File: src/rtl/inst_fetch_pkg.sv
// -----------------------------------------------------------------------------
// inst_fetch_pkg
// Shared definitions for the instruction-fetch stage: FSM state encoding,
// AXI4-Lite response/protection constants, the NOP word substituted on a
// faulting fetch, and a word-alignment helper.
// -----------------------------------------------------------------------------
package inst_fetch_pkg;

  typedef enum logic [1:0] {
    S_ADDR = 2'd0,  // AR channel active, waiting for arready
    S_DATA = 2'd1,  // R channel active, waiting for rvalid
    S_HOLD = 2'd2   // response parked while decode is stalled
  } fetch_state_e;

  localparam logic [1:0]  AXI_RESP_OKAY = 2'b00;
  localparam logic [2:0]  ARPROT_INST   = 3'b100;  // instruction, secure, unprivileged
  localparam logic [31:0] NOP_INST      = 32'h0000_0000;

  // PCs are always word aligned; low two bits are dropped on every load.
  function automatic logic [31:0] word_align(input logic [31:0] addr);
    return {addr[31:2], 2'b00};
  endfunction

endpackage

File: src/rtl/inst_fetch_if.sv
// -----------------------------------------------------------------------------
// inst_fetch_if
// AXI4-Lite read-only channel pair (AR + R) used by the fetch stage.
//   master : fetch stage (drives araddr/arprot/arvalid/rready)
//   slave  : instruction memory (drives arready/rdata/rresp/rvalid)
// -----------------------------------------------------------------------------
interface inst_fetch_if;

  logic [31:0] araddr;
  logic [2:0]  arprot;
  logic        arvalid;
  logic        arready;
  logic [31:0] rdata;
  logic [1:0]  rresp;
  logic        rvalid;
  logic        rready;

  modport master (
    output araddr, arprot, arvalid, rready,
    input  arready, rdata, rresp, rvalid
  );

  modport slave (
    input  araddr, arprot, arvalid, rready,
    output arready, rdata, rresp, rvalid
  );

endinterface

File: src/rtl/inst_fetch.sv
// -----------------------------------------------------------------------------
// inst_fetch
// Instruction-fetch stage. Owns the PC, issues one AXI4-Lite read per
// instruction (at most one outstanding), and presents a registered
// inst_addr/inst_data/inst_valid triple to decode.
//
// Ports
//   clk       : clock, rising edge
//   rst       : asynchronous reset, active low
//   stall     : decode cannot accept; output triple holds
//   flush     : one-cycle redirect request (overrides stall)
//   flush_pc  : redirect target, sampled when flush=1
//   axi       : AXI4-Lite read master (AR + R channels)
//   inst_addr : address of the delivered instruction
//   inst_data : delivered instruction (NOP on a non-OKAY response)
//   inst_valid: delivered word is valid this cycle
//   fetch_err : one-cycle pulse with a word that came back non-OKAY
// -----------------------------------------------------------------------------
module inst_fetch
  import inst_fetch_pkg::*;
#(
  parameter logic [31:0] RESET_PC = 32'h0000_0000
) (
  input  logic                clk,
  input  logic                rst,
  input  logic                stall,
  input  logic                flush,
  input  logic [31:0]         flush_pc,
  inst_fetch_if.master        axi,
  output logic [31:0]         inst_addr,
  output logic [31:0]         inst_data,
  output logic                inst_valid,
  output logic                fetch_err
);

  fetch_state_e state_reg;
  logic [31:0]  pc_reg;
  logic [31:0]  araddr_reg;
  logic         arvalid_reg;
  logic         rready_reg;
  logic         drop_reg;       // in-flight transaction belongs to a flushed path
  logic [33:0]  hold_buf_reg;   // {rresp, rdata} parked during a stall
  logic [31:0]  inst_addr_reg;
  logic [31:0]  inst_data_reg;
  logic         inst_valid_reg;
  logic         fetch_err_reg;

  logic [31:0]  pc_inc;
  logic [31:0]  flush_pc_al;
  logic [31:0]  dlv_data;
  logic [1:0]   dlv_resp;
  logic         dlv_ok;

  assign pc_inc      = pc_reg + 32'd4;
  assign flush_pc_al = word_align(flush_pc);

  // Word handed to decode comes straight from the R channel in S_DATA and
  // from the parked buffer in S_HOLD.
  assign dlv_data = (state_reg == S_HOLD) ? hold_buf_reg[31:0]  : axi.rdata;
  assign dlv_resp = (state_reg == S_HOLD) ? hold_buf_reg[33:32] : axi.rresp;
  assign dlv_ok   = (dlv_resp == AXI_RESP_OKAY);

  always_ff @(posedge clk or negedge rst) begin
    if (!rst) begin
      state_reg      <= S_ADDR;
      pc_reg         <= word_align(RESET_PC);
      araddr_reg     <= word_align(RESET_PC);
      arvalid_reg    <= 1'b0;
      rready_reg     <= 1'b0;
      drop_reg       <= 1'b0;
      hold_buf_reg   <= '0;
      inst_addr_reg  <= '0;
      inst_data_reg  <= '0;
      inst_valid_reg <= 1'b0;
      fetch_err_reg  <= 1'b0;
    end else begin
      fetch_err_reg <= 1'b0;
      // Valid drops unless a word is delivered below; stall alone freezes it.
      if (flush || !stall) begin
        inst_valid_reg <= 1'b0;
      end

      unique case (state_reg)
        S_ADDR: begin
          if (!arvalid_reg) begin
            // Only reached straight out of reset: launch the first request.
            // A flush here simply retargets it, nothing is in flight yet.
            arvalid_reg <= 1'b1;
            if (flush) begin
              pc_reg     <= flush_pc_al;
              araddr_reg <= flush_pc_al;
            end else begin
              araddr_reg <= pc_reg;
            end
          end else if (axi.arready) begin
            arvalid_reg <= 1'b0;
            rready_reg  <= 1'b1;
            state_reg   <= S_DATA;
            if (flush) begin
              pc_reg   <= flush_pc_al;
              drop_reg <= 1'b1;
            end
          end else if (flush) begin
            // Address must stay stable while pending; mark its data stale.
            pc_reg   <= flush_pc_al;
            drop_reg <= 1'b1;
          end
        end

        S_DATA: begin
          if (axi.rvalid) begin
            rready_reg <= 1'b0;
            if (flush) begin
              pc_reg      <= flush_pc_al;
              araddr_reg  <= flush_pc_al;
              arvalid_reg <= 1'b1;
              drop_reg    <= 1'b0;
              state_reg   <= S_ADDR;
            end else if (drop_reg) begin
              // pc already holds the redirect target.
              araddr_reg  <= pc_reg;
              arvalid_reg <= 1'b1;
              drop_reg    <= 1'b0;
              state_reg   <= S_ADDR;
            end else if (!stall) begin
              inst_addr_reg  <= pc_reg;
              inst_data_reg  <= dlv_ok ? dlv_data : NOP_INST;
              inst_valid_reg <= 1'b1;
              fetch_err_reg  <= !dlv_ok;
              pc_reg         <= pc_inc;
              araddr_reg     <= pc_inc;
              arvalid_reg    <= 1'b1;
              state_reg      <= S_ADDR;
            end else begin
              hold_buf_reg <= {axi.rresp, axi.rdata};
              state_reg    <= S_HOLD;
            end
          end else if (flush) begin
            pc_reg   <= flush_pc_al;
            drop_reg <= 1'b1;
          end
        end

        S_HOLD: begin
          if (flush) begin
            pc_reg      <= flush_pc_al;
            araddr_reg  <= flush_pc_al;
            arvalid_reg <= 1'b1;
            state_reg   <= S_ADDR;
          end else if (!stall) begin
            inst_addr_reg  <= pc_reg;
            inst_data_reg  <= dlv_ok ? dlv_data : NOP_INST;
            inst_valid_reg <= 1'b1;
            fetch_err_reg  <= !dlv_ok;
            pc_reg         <= pc_inc;
            araddr_reg     <= pc_inc;
            arvalid_reg    <= 1'b1;
            state_reg      <= S_ADDR;
          end
        end

        default: begin
          state_reg   <= S_ADDR;
          arvalid_reg <= 1'b0;
          rready_reg  <= 1'b0;
        end
      endcase
    end
  end

  assign axi.araddr  = araddr_reg;
  assign axi.arprot  = ARPROT_INST;
  assign axi.arvalid = arvalid_reg;
  assign axi.rready  = rready_reg;

  assign inst_addr  = inst_addr_reg;
  assign inst_data  = inst_data_reg;
  assign inst_valid = inst_valid_reg;
  assign fetch_err  = fetch_err_reg;

endmodule

File: src/flat_wrapper.sv
// flat-port wrapper written by rule: the top's interface ports become plain ports
module inst_fetch_flat import inst_fetch_pkg::*;
#(
  parameter logic [31:0] RESET_PC = 32'h0000_0000
)
  (clk, rst, stall, flush, flush_pc, inst_addr, inst_data, inst_valid, fetch_err, axi_araddr, axi_arprot, axi_arvalid, axi_rready, axi_arready, axi_rdata, axi_rresp, axi_rvalid);
  inst_fetch_if axi_i ();
  input  logic clk;
  input  logic rst;
  input  logic stall;
  input  logic flush;
  input  logic [31:0] flush_pc;
  output logic [31:0] inst_addr;
  output logic [31:0] inst_data;
  output logic inst_valid;
  output logic fetch_err;
  output wire logic [$bits(axi_i.araddr)-1:0] axi_araddr;
  output wire logic [$bits(axi_i.arprot)-1:0] axi_arprot;
  output wire logic [$bits(axi_i.arvalid)-1:0] axi_arvalid;
  output wire logic [$bits(axi_i.rready)-1:0] axi_rready;
  input wire logic [$bits(axi_i.arready)-1:0] axi_arready;
  input wire logic [$bits(axi_i.rdata)-1:0] axi_rdata;
  input wire logic [$bits(axi_i.rresp)-1:0] axi_rresp;
  input wire logic [$bits(axi_i.rvalid)-1:0] axi_rvalid;
  assign axi_araddr = axi_i.araddr;
  assign axi_arprot = axi_i.arprot;
  assign axi_arvalid = axi_i.arvalid;
  assign axi_rready = axi_i.rready;
  assign axi_i.arready = axi_arready;
  assign axi_i.rdata = axi_rdata;
  assign axi_i.rresp = axi_rresp;
  assign axi_i.rvalid = axi_rvalid;
  inst_fetch #(.RESET_PC(RESET_PC)) u_core (.clk(clk), .rst(rst), .stall(stall), .flush(flush), .flush_pc(flush_pc), .axi(axi_i), .inst_addr(inst_addr), .inst_data(inst_data), .inst_valid(inst_valid), .fetch_err(fetch_err));
endmodule
File: config.mk
export PLATFORM = sky130hd
export DESIGN_NAME = inst_fetch_flat
export DESIGN_NICKNAME = d
export VERILOG_FILES = /design/src/rtl/inst_fetch_pkg.sv /design/src/rtl/inst_fetch_if.sv /design/src/rtl/inst_fetch.sv /design/src/flat_wrapper.sv
export SDC_FILE = /design/constraint.sdc
export NUM_CORES = 1
export LEC_CHECK = 0
export ABC_AREA = 1
export CORE_MARGIN = 5
export CORE_UTILIZATION = 50
export CTS_CLUSTER_DIAMETER = 100
export DETAILED_ROUTE_END_ITERATION = 8
export PLACE_DENSITY_LB_ADDON = 0.1
export SLEW_MARGIN = 20
export SYNTH_ARGS = -nofsm -noshare
export SYNTH_HDL_FRONTEND = slang
export SYNTH_SLANG_ARGS = --single-unit
File: constraint.sdc
create_clock -name clk -period 4.44 [get_ports clk]
set_input_delay 1.11 -clock clk [delete_from_list [all_inputs] [get_ports clk]]
set_output_delay 1.11 -clock clk [all_outputs]
set_load 0.01 [all_outputs]
==> summary.md <==
| Metric | Value |
|---|---|
| Synth Instances | `1,427` |
| # diodes | `0` |
| Wire length of the first global-routing pass | `49,600 µm` |
| Setup TNS | `0 ps` |
| GP Congestion | `0.948` |
| P per Cell Area | `719 nW/µm²` |
| LEAKAGE | `5.81 nW` |
| Post-cts resize count | `0` |
| Main area contributors after synthesis | `dfrtp_1 (42%), nand2_1 (13%), o21ai_0 (7.8%), nor2_1 (7.6%), a21oi_1 (4.2%)` |
| Maxcap violations | `0` |
| DIE AREA | `23,200 µm²` |
| Status | `finished, final reports clean` |
| Placed cell count | `1,811` |
| Drt total wl | `30,600 µm` |
| Syn avg cell area | `7.11 µm²` |
| Most common cell after layout, fill and taps aside | `nand2_1` |
| Layout cell share with drive strength beyond 1 | `8.33%` |
| Post-synth EDFFs | `0` |
| Grt ovf | `0` |
| Setup crit start kind | `primary input` |
| DR vias | `10,088` |
| Mapped Area | `10,100 µm²` |
| Clock skew | `9.12 ps` |
| Predominant post-synthesis flop cell | `dfrtp_1` |
| Routed Antenna Nets | `0` |
| Die Wd | `152 µm` |
| Core box area | `20,100 µm²` |
| # IOs | `175` |
| Clock Sinks | `169` |
| Root Driver | `clkbuf_16` |
| Post-CTS setup repair buffer count | `0` |
| Worst R2R Start | `u_core.state_reg[0]` |
| Seq/Total Area, Yosys | `41.7%` |
| Fin cells | `1,843` |
| Largest net degree at the start of global routing | `77` |
| CP required | `4760 ps` |
| Hpwl dp | `21,200 µm` |
| Synth area leader | `dfrtp_1` |
| Seq cells post-synth | `169` |
| Share of the core filled with cells in the final layout | `62.7%` |
| Psw | `4.12 mW` |
| Combinational power share | `51.2%` |
| CP Capture Type | `register` |
| Routed len/inst | `16.6 µm` |
| Asr flop ratio synth | `100%` |
| H-tree levels | `4` |
| Max reg flops | `34` |
| Max_slew headroom | `27.8%` |
| Filler cell count | `1,839` |
| Max frequency | `327 MHz` |
| Worst skew pair latency | `440 ps` |
| P&R area growth vs syn | `24.3%` |
| Final net count | `1,637` |
| DRC | `0` |
| Final non-filler cell area | `12,600 µm²` |
| CTS Hold Buffers Added | `0` |
| Hold Crit Class | `reg -> reg` |
| Synth top area share | `41.7%` |
| Synth cell types | `44` |
| Global-route total usage across every layer | `26.1%` |
| Hold Startpoint | `u_core.inst_addr[18]` |
| Port bufs | `169` |
| Slew Viols, Final | `0` |
| Clock buffer depth | `2` |
| Clk pwr share | `16.5%` |
| # setup viols final | `0` |
| Tot Pwr | `9.06 mW` |
| Period minus WS final | `3060 ps` |
| Via/cell ratio | `5.47` |
| Initial Util | `50.5%` |
| Crit path max fanout | `17` |
| Final period util | `69.0%` |
| Cell Area, Placed | `12,000 µm²` |
| Initial antenna violation count | `0` |
| Drt initial violations | `922` |
| Crit path kind | `in -> reg` |
| CTS buffer count | `17` |
| Crit path DAT | `3380 ps` |
| Reg clk slew, reported paths | `70 ps` |
| Least-Margin Pin Slew | `1080 ps` |
| Die H | `152 µm` |
| Rows | `52` |
| Vias in the first global route | `9,434` |
| Setup crit start | `stall` |
| Pre-Repair DR Iteration Count | `5` |
| Final Hold Viols | `0` |
| Warnings from Yosys | `0` |
| Sequential power share | `32.4%` |
| Switching share of power | `45.4%` |
| Commonest cells after routing, fill and taps aside | `nand2_1 (351), nor2_1 (206), dfrtp_1 (169)` |
| Cell Int Power | `4.94 mW` |
| Unrepaired setup endpoints after global routing | `no` |
| Peak VDD IR | `487 µV` |
| CTS tree | `built` |
[metrics by stage]
step	setup slack (ps)	hold WS, ps
after floorplan	2230	454
after global placement	1090	463
after detailed placement	1050	472
after CTS	1500	490
after global routing	1300	504
final	1380	483
[power by group through the flow]
stage	logic [mW]	clock network [mW]	registers, mW
4_1_cts	4.62	1.52	2.92
5_1_grt	5.16	1.59	3.03
6_report	4.64	1.49	2.93
2_1_floorplan	2.74	0	2.93
3_3_place_gp	4.52	0	2.92
3_5_place_dp	4.60	0	2.94
[final timing paths]
path / depth (start not counted) / slack, ps / to
setup / recovery: 9 / 1380 / u_core.pc_reg[21]
hold / removal: 2 / 480 / u_core.inst_addr[18]
setup reg to reg: 8 / 1520 / u_core.axi.araddr[4]
hold reg to reg: 2 / 480 / u_core.inst_addr[18]
max in group asynchronous: 2 / 2720 / u_core.axi.araddr[7]
min in group asynchronous: 1 / 670 / u_core.inst_addr[17]
[final cells by class]
class                           instances  area, µm²  share of cell area, %
Multi-Input combinational cell       1055       5080                   40.3
Sequential cell                       169       4230                   33.5
Timing Repair Buffer                  199       1930                   15.3
Inverter                              118        443                   3.51
Clock buffer                           18        439                   3.48
Tap cell                              270        338                   2.68
Clock inverter                         14        151                   1.20
[logic make-up after synthesis]
logic type	count (synthesis)	share of synthesized area, %
and+or+nand+nor	666	27.6
AOI/OAI and AO/OA	377	21.3
buffers and inverters	204	8.37
DFF	169	41.7
adders and majority gates	5	0.617
xor gates and xnor gates	3	0.259
other	2	0.0740
muxes	1	0.111
[critical path: stages]
cell             delay [ps]
clkdlybuf4s50_1         750
inv_1                   110
buf_4                   210
nor2_1                  460
inv_1                   250
o21ai_0                 260
o21ai_1                 100
nand2_1                  60
a21oi_1                  60
[routing by layer]
| metal | wire length, µm | track usage [%] | up-vias |
|---|---|---|---|
| met5 | 0 | 0 | - |
| met4 | 487 | 6.92 | 0 |
| met3 | 2830 | 5.57 | 38 |
| met2 | 13700 | 40.4 | 440 |
| met1 | 13600 | 37.7 | 4657 |
| li1 | - | - | 4953 |
[synthesized netlist by cell type, types with 2 or more instances]
cell	number
nor3_1	8
a21oi_1	86
o21ai_0	159
buf_4	12
conb_1	2
o211ai_1	37
nand2_2	7
a211oi_1	5
nand3_1	52
o21ai_2	2
nor2_1	206
nand2_1	351
dfrtp_1	169
inv_2	6
o2111ai_1	2
buf_1	5
nand3_2	9
and2_1	2
clkbuf_1	38
nor2_4	8
a22oi_1	16
buf_2	30
o22ai_1	19
nand4_1	2
ha_1	5
inv_1	111
nand2_4	3
a21oi_2	11
o21ai_1	27
a31oi_1	8
xor2_1	2
nor2_2	10
or2_2	6
(Power assumes the default switching activity.)
